$ cat src/rtl/frame_scheduler_if.sv
// -----------------------------------------------------------------------------
// frame_scheduler_if
//   Requester-side bundle of the frame scheduler: descriptor queues present
//   packed descriptors and a valid bit per requester; the scheduler returns a
//   one-hot ready (grant) and a one-cycle per-requester completion pulse.
//
//   Handshake: requester i transfers its descriptor on the rising clock edge
//   where req_valid[i] & req_ready[i] is 1. A requester may drop req_valid at
//   any time before that edge. done_valid is a single-cycle pulse, never
//   multi-hot, and done_err qualifies it (1 = descriptor rejected).
//
//   Modports:
//     master - descriptor source side (drives req_*, observes ready/done)
//     slave  - scheduler side
// -----------------------------------------------------------------------------
interface frame_scheduler_if #(
    parameter int NUM_REQ    = 4,
    parameter int ADDR_WIDTH = 32
);
    logic [NUM_REQ-1:0]            req_valid;
    logic [NUM_REQ-1:0]            req_ready;
    logic [NUM_REQ*ADDR_WIDTH-1:0] req_base_addr;
    logic [NUM_REQ*16-1:0]         req_frame_depth;
    logic [NUM_REQ*8-1:0]          req_lane_stride;
    logic [NUM_REQ*32-1:0]         req_exec_hints;
    logic [NUM_REQ-1:0]            done_valid;
    logic                          done_err;

    modport master (
        output req_valid, req_base_addr, req_frame_depth, req_lane_stride, req_exec_hints,
        input  req_ready, done_valid, done_err
    );

    modport slave (
        input  req_valid, req_base_addr, req_frame_depth, req_lane_stride, req_exec_hints,
        output req_ready, done_valid, done_err
    );
endinterface

$ cat src/rtl/frame_scheduler.sv
// -----------------------------------------------------------------------------
// frame_scheduler
//   Shares one frame_controller between NUM_REQ descriptor sources. In IDLE a
//   round-robin arbiter picks a pending request, the winner's descriptor is
//   latched into the fc_* registers, the controller is started with a
//   one-cycle pulse, and on controller completion a one-cycle done pulse is
//   returned to the owning requester. Zero-depth descriptors are rejected
//   without launching (the controller would underflow depth-1).
//
//   Ports:
//     clk, reset_n          clock, asynchronous active-low reset
//     req_if (slave)        requester handshake, descriptors, done pulse
//     busy                  high in every state except IDLE
//     active_id             requester owning the controller
//     frames_done           frames retired without error (wraps)
//     fc_*                  held descriptor + start pulse to the controller
//     fc_frame_done         controller completion pulse (only honoured in WAIT)
//     dbg_state             current FSM state (IDLE=0 LAUNCH=1 WAIT=2 RETIRE=3)
//
//   Build option:
//     FRAME_SCHED_PRIO0_EN  requester 0 gets strict priority; its grants leave
//                           the round-robin pointer untouched.
// -----------------------------------------------------------------------------
module frame_scheduler #(
    parameter int NUM_REQ    = 4,
    parameter int ADDR_WIDTH = 32,
    parameter int ID_W       = $clog2(NUM_REQ)
) (
    input  logic                  clk,
    input  logic                  reset_n,
    frame_scheduler_if.slave      req_if,
    output logic                  busy,
    output logic [ID_W-1:0]       active_id,
    output logic [15:0]           frames_done,
    output logic [ADDR_WIDTH-1:0] fc_base_addr,
    output logic [15:0]           fc_frame_depth,
    output logic [7:0]            fc_lane_stride,
    output logic [31:0]           fc_exec_hints,
    output logic                  fc_start_trigger,
    input  logic                  fc_frame_done,
    output logic [1:0]            dbg_state
);

    typedef enum logic [1:0] {
        S_IDLE   = 2'd0,
        S_LAUNCH = 2'd1,
        S_WAIT   = 2'd2,
        S_RETIRE = 2'd3
    } state_t;

    state_t               state;
    logic [ID_W-1:0]      last_grant;
    logic                 err_flag;
    logic [NUM_REQ-1:0]   done_valid_q;
    logic                 done_err_q;

    logic                 grant_found;
    logic                 grant_prio;
    logic [ID_W-1:0]      grant_id;
    logic [ID_W-1:0]      search_idx;
    logic [NUM_REQ-1:0]   grant_onehot;
    logic [NUM_REQ-1:0]   active_onehot;
    logic [15:0]          sel_depth;

    // Arbiter: search starts one past the last winner and wraps modulo
    // NUM_REQ, so the previous winner is considered last.
    always_comb begin
        grant_found = 1'b0;
        grant_prio  = 1'b0;
        grant_id    = '0;
        search_idx  = '0;
`ifdef FRAME_SCHED_PRIO0_EN
        if (req_if.req_valid[0]) begin
            grant_found = 1'b1;
            grant_prio  = 1'b1;
        end
`endif
        for (int k = 1; k <= NUM_REQ; k++) begin
            search_idx = ID_W'((int'(last_grant) + k) % NUM_REQ);
            if (!grant_found && req_if.req_valid[search_idx]) begin
                grant_found = 1'b1;
                grant_id    = search_idx;
            end
        end
    end

    assign grant_onehot  = {{(NUM_REQ-1){1'b0}}, 1'b1} << grant_id;
    assign active_onehot = {{(NUM_REQ-1){1'b0}}, 1'b1} << active_id;
    assign sel_depth     = req_if.req_frame_depth[int'(grant_id)*16 +: 16];

    // Ready is only ever offered in IDLE; outside IDLE no handshake can occur.
    assign req_if.req_ready  = (state == S_IDLE && grant_found) ? grant_onehot : '0;
    assign req_if.done_valid = done_valid_q;
    assign req_if.done_err   = done_err_q;
    assign busy              = (state != S_IDLE);
    assign dbg_state         = state;

    always_ff @(posedge clk or negedge reset_n) begin
        if (!reset_n) begin
            state            <= S_IDLE;
            last_grant       <= ID_W'(NUM_REQ - 1);
            err_flag         <= 1'b0;
            done_valid_q     <= '0;
            done_err_q       <= 1'b0;
            active_id        <= '0;
            frames_done      <= '0;
            fc_base_addr     <= '0;
            fc_frame_depth   <= '0;
            fc_lane_stride   <= '0;
            fc_exec_hints    <= '0;
            fc_start_trigger <= 1'b0;
        end else begin
            // Pulsed outputs default low every cycle.
            fc_start_trigger <= 1'b0;
            done_valid_q     <= '0;
            done_err_q       <= 1'b0;

            case (state)
                S_IDLE: begin
                    if (grant_found) begin
                        fc_base_addr   <= req_if.req_base_addr[int'(grant_id)*ADDR_WIDTH +: ADDR_WIDTH];
                        fc_frame_depth <= sel_depth;
                        fc_lane_stride <= req_if.req_lane_stride[int'(grant_id)*8 +: 8];
                        fc_exec_hints  <= req_if.req_exec_hints[int'(grant_id)*32 +: 32];
                        active_id      <= grant_id;
                        if (!grant_prio) begin
                            last_grant <= grant_id;
                        end
                        if (sel_depth == 16'd0) begin
                            // Reject without launching; report in the next cycle.
                            err_flag     <= 1'b1;
                            done_valid_q <= grant_onehot;
                            done_err_q   <= 1'b1;
                            state        <= S_RETIRE;
                        end else begin
                            fc_start_trigger <= 1'b1;
                            state            <= S_LAUNCH;
                        end
                    end
                end
                S_LAUNCH: begin
                    state <= S_WAIT;
                end
                S_WAIT: begin
                    if (fc_frame_done) begin
                        done_valid_q <= active_onehot;
                        done_err_q   <= err_flag;
                        state        <= S_RETIRE;
                    end
                end
                S_RETIRE: begin
                    if (!err_flag) begin
                        frames_done <= frames_done + 16'd1;
                    end
                    err_flag <= 1'b0;
                    state    <= S_IDLE;
                end
                default: state <= S_IDLE;
            endcase
        end
    end

endmodule

$ cat src/flat_wrapper.sv
// flat-port wrapper written by rule: the top's interface ports become plain ports
module frame_scheduler_flat 
#(
    parameter int NUM_REQ    = 4,
    parameter int ADDR_WIDTH = 32,
    parameter int ID_W       = $clog2(NUM_REQ)
)
  (clk, reset_n, busy, active_id, frames_done, fc_base_addr, fc_frame_depth, fc_lane_stride, fc_exec_hints, fc_start_trigger, fc_frame_done, dbg_state, req_if_req_valid, req_if_req_base_addr, req_if_req_frame_depth, req_if_req_lane_stride, req_if_req_exec_hints, req_if_req_ready, req_if_done_valid, req_if_done_err);
  frame_scheduler_if #(.NUM_REQ(NUM_REQ), .ADDR_WIDTH(ADDR_WIDTH)) req_if_i ();
  input  logic clk;
  input  logic reset_n;
  output logic busy;
  output logic [ID_W-1:0] active_id;
  output logic [15:0] frames_done;
  output logic [ADDR_WIDTH-1:0] fc_base_addr;
  output logic [15:0] fc_frame_depth;
  output logic [7:0] fc_lane_stride;
  output logic [31:0] fc_exec_hints;
  output logic fc_start_trigger;
  input  logic fc_frame_done;
  output logic [1:0] dbg_state;
  input wire logic [$bits(req_if_i.req_valid)-1:0] req_if_req_valid;
  input wire logic [$bits(req_if_i.req_base_addr)-1:0] req_if_req_base_addr;
  input wire logic [$bits(req_if_i.req_frame_depth)-1:0] req_if_req_frame_depth;
  input wire logic [$bits(req_if_i.req_lane_stride)-1:0] req_if_req_lane_stride;
  input wire logic [$bits(req_if_i.req_exec_hints)-1:0] req_if_req_exec_hints;
  output wire logic [$bits(req_if_i.req_ready)-1:0] req_if_req_ready;
  output wire logic [$bits(req_if_i.done_valid)-1:0] req_if_done_valid;
  output wire logic [$bits(req_if_i.done_err)-1:0] req_if_done_err;
  assign req_if_i.req_valid = req_if_req_valid;
  assign req_if_i.req_base_addr = req_if_req_base_addr;
  assign req_if_i.req_frame_depth = req_if_req_frame_depth;
  assign req_if_i.req_lane_stride = req_if_req_lane_stride;
  assign req_if_i.req_exec_hints = req_if_req_exec_hints;
  assign req_if_req_ready = req_if_i.req_ready;
  assign req_if_done_valid = req_if_i.done_valid;
  assign req_if_done_err = req_if_i.done_err;
  frame_scheduler #(.NUM_REQ(NUM_REQ), .ADDR_WIDTH(ADDR_WIDTH), .ID_W(ID_W)) u_core (.clk(clk), .reset_n(reset_n), .req_if(req_if_i), .busy(busy), .active_id(active_id), .frames_done(frames_done), .fc_base_addr(fc_base_addr), .fc_frame_depth(fc_frame_depth), .fc_lane_stride(fc_lane_stride), .fc_exec_hints(fc_exec_hints), .fc_start_trigger(fc_start_trigger), .fc_frame_done(fc_frame_done), .dbg_state(dbg_state));
endmodule
$ cat config.mk
export PLATFORM = sky130hd
export DESIGN_NAME = frame_scheduler_flat
export DESIGN_NICKNAME = d
export VERILOG_FILES = /design/src/rtl/frame_scheduler_if.sv /design/src/rtl/frame_scheduler.sv /design/src/flat_wrapper.sv
export SDC_FILE = /design/constraint.sdc
export NUM_CORES = 1
export LEC_CHECK = 0
export CAP_MARGIN = 20
export CORE_AREA = 2 2 185 187
export DETAILED_ROUTE_END_ITERATION = 12
export DIE_AREA = 0 0 187 189
export DONT_BUFFER_PORTS = 1
export PLACE_DENSITY = 0.43
export SYNTH_ARGS = -nofsm -noshare
export SYNTH_HDL_FRONTEND = slang
export SYNTH_SLANG_ARGS = --single-unit
$ cat constraint.sdc
create_clock -name clk -period 7.83 [get_ports clk]
set_clock_uncertainty 0.15 [all_clocks]
set_input_delay 0.783 -clock clk [delete_from_list [all_inputs] [get_ports clk]]
set_output_delay 0.783 -clock clk [all_outputs]
set_load 0.1 [all_outputs]
==> impl_metrics.yaml <==
run_status:
  status: "completed"
cells_and_area:
  fillers: 3738
  layout_commonest_cell: "nand2_1"
  num-nets-final: 1369
  area_growth_pct: 13.33
  drive_above_1_share_pct: 6.575
  layout_common_cells: "nand2_1 (486), o21ai_0 (152), dfrtp_1 (115)"
  design_area_um2: 8309
place:
  dpl_cell_area_um2: 7702
  portBuffers: 0
  place_congestion: 0.8047
  hpwlAfterDp_um: 21050
synthesis:
  synth-edff-count: 0
  yosysWarnings: 0
  synth_top_area_cell: "dfrtp_1"
  synth_flop_cell: "dfrtp_1"
  synth_top_cell_area_share_pct: 39.25
  syn_area_um2: 7332
  ys_seq_area_share_pct: 39.97
  async_reset_ff_share_pct: 100.0
  ys_types: 46
  ys_ff_latch: 117
  syn_area_per_cell_um2: 6.970
  synth_cells: 1052
  syn-num-nets: 1415
  synth_area_leaders: "dfrtp_1 (39%), nand2_1 (25%), o21ai_0 (10%)"
drt:
  vias: 6894
  wire_per_inst_um: 18.93
  ant_nets: 0
  dr.pass1.iters: 5
  drc: 0
  routed_wl_um: 27860
  viasPerCell: 4.683
  drt_iter0_drc: 333
global_routing:
  grt_pass1_wl_um: 40960
  antenna_found_initial: 6
  grt_usage_pct: 15.21
  busiest_layer: "met2"
  use_met1_pct: 17.21
  grtUsageMet2_pct: 26.35
  grt_max_degree: 116
  grt_pass1_vias: 6649
  grt-ovfl-total: 0
  grt.met3_usage_pct: 5.728
floorplan:
  die_area_um2: 35340
  pin_count: 478
  core_um2: 33280
  initial_core_util_pct: 22.03
  fp.dieH_um: 189
  die_w_um: 187
  rows: 67
worst_setup_path:
  reg2reg_from: "u_core.last_grant[0]"
  r2r_setup_slack_ns: 3.83
  worstPathRequired_ns: 6.90
  path_delay_family: "simple AND/OR/NAND/NOR gates"
  cpMaxStageDelayCell: "nor2_2"
  cp.arrival_ns: 4.07
  rr_endpoint: "u_core.req_if.done_valid[0]"
  path_cells: "inv_1 -> ha_1 -> inv_1 -> nor2_1 -> nand2_1 -> nor2_2"
  worst-path-max-fanout: 10
  crit_top_cell: "inv_1"
  startpoint_type: "register"
  reg2reg_depth: 9
  cp_slowest_stage_delay_ns: 0.89
  path_class: "register to output port"
  cp_num_buf_inv: 2
  end_kind: "output port"
timing:
  worst_pin_slew_ns: 1.124
  rsz0062_at_grt: "no"
  maxClockFrequency_ghz: 0.2001
  finalMaxSlewViolations: 0
  fin_tns_setup_ns: 0
  final-setup-viol-count: 0
  max_slew_margin_pct: 25.06
  hold_viol: 0
  min_period_ns: 4.999
  post-route-period-util_pct: 63.84
clock_tree:
  cts_tree: "built"
  cts_buffer_depth: 2
  numCtsBuffers: 17
  post_cts_resized: 0
  postCtsSetupBuffers: 0
  clkTransAtPathRegs_ns: 0.06
  clk_latency_ns: 0.41
  cts.htree.levels: 4
  clock-sinks: 117
  cts_root_buffer: "clkbuf_16"
flow_run:
  drv_cap: 0
hold_path:
  hold_class: "input pin to async pin"
routing by layer:
layer  wire, um  part of all wire, %
met2      13910                   50
met3       2657                  9.5
met5         14                0.050
met1      10860                   39
met4        416                  1.5
worst reg2reg max path, stage by stage, from the launching register on:
cell      delay, ns
dfstp_2        0.56
nand2b_1       0.21
a21bo_2        0.24
and3_4         0.62
buf_4          0.81
mux2i_1        0.34
mux2_2         0.18
and4_1         0.32
nand3_2        0.18
o32ai_1        0.29
cell type report:
| type | count | area [um^2] | area share [%] |
|---|---|---|---|
| multi-input combinational | 856 | 4133 | 49.74 |
| antenna | 5 | 12.51 | 0.1506 |
| clock inverter | 13 | 123.9 | 1.491 |
| inverter | 5 | 18.77 | 0.2259 |
| sequential | 117 | 2930 | 35.27 |
| timing repair buffer | 9 | 87.58 | 1.054 |
| clock buffer | 19 | 442.9 | 5.331 |
| tap | 448 | 560.5 | 6.746 |
cells in the mapped netlist, types with 2 or more instances:
library cell and count:
buf_2 8, clkbuf_1 56, a21oi_1 4, a41o_1 2
nand4_1 5, buf_6 2, dfstp_2 2, mux2_2 10
nor2_1 11, nand2b_1 6, o21ai_1 12, nor4_1 2
ha_1 4, buf_1 8, o21ai_0 152, xor2_1 2
mux2i_1 19, a31oi_1 4, or4_1 2, nand3_1 84
nor3b_1 3, nor2b_1 3, dfrtp_1 115, and3_1 7
inv_1 5, mux4_2 2, nand2_1 487, o32ai_1 5
xnor2_1 13
cell families (layout without fill, tap and decap cells):
family	Yosys count	after routing	synth area share, %
muxes	31	31	4.744
AOI/OAI and AO/OA	186	186	13.50
other	0	5	0
and+or+nand+nor	620	620	34.93
xor gates and xnor gates	15	15	1.792
buffers and inverters	79	46	4.386
adders and majority gates	4	4	0.6826
DFF	117	117	39.97
registers in the layout, summed over array words and instances, names as in the netlist:
| signal | count |
|---|---|
| u_core.fc_base_addr | 32 |
| u_core.fc_exec_hints | 32 |
| u_core.fc_frame_depth | 16 |
| u_core.frames_done | 16 |
| u_core.fc_lane_stride | 8 |
| u_core.req_if.done_valid | 4 |
| u_core.active_id | 2 |
| u_core.dbg_state | 2 |
| u_core.last_grant | 2 |
| u_core.err_flag | 1 |
| u_core.fc_start_trigger | 1 |
| u_core.req_if.done_err | 1 |
worst max path at each step:
| stage | endpoint | from | slack [ns] | cells after the start |
|---|---|---|---|---|
| final | req_if_req_ready[2] | u_core.dbg_state[0] | 2.83 | 6 |
| after detailed placement | req_if_req_ready[2] | u_core.dbg_state[0] | 3.24 | 6 |
| after CTS | req_if_req_ready[2] | u_core.dbg_state[0] | 2.78 | 6 |
| after global placement | req_if_req_ready[2] | u_core.dbg_state[0] | 3.33 | 6 |
| after floorplan | req_if_req_ready[2] | u_core.dbg_state[0] | 3.31 | 6 |
| after global routing | req_if_req_ready[2] | u_core.dbg_state[0] | 2.57 | 6 |
stage by stage:
stage | setup WS (ns) | hold slack [ns] | cells | util, %
2_1_floorplan | 3.310 | 0.3155 | 1052 | -
3_3_place_gp | 3.331 | 0.3403 | 1434 | 23.14
3_5_place_dp | 3.243 | 0.3399 | 1434 | 23.14
4_1_cts | 2.777 | 0.03944 | 1467 | 24.93
5_1_grt | 2.568 | 0.03172 | 1472 | 24.97
6_report | 2.831 | 0.06607 | 1472 | 24.97
timing repair:
action                                 CTS  global route
endpoints found under the hold margin  115             0
hold buffers                             1             0
setup endpoints to repair                0             0
Power is not shown: default switching activity piles up to over one toggle a cycle in this logic, so the estimate is an artifact.
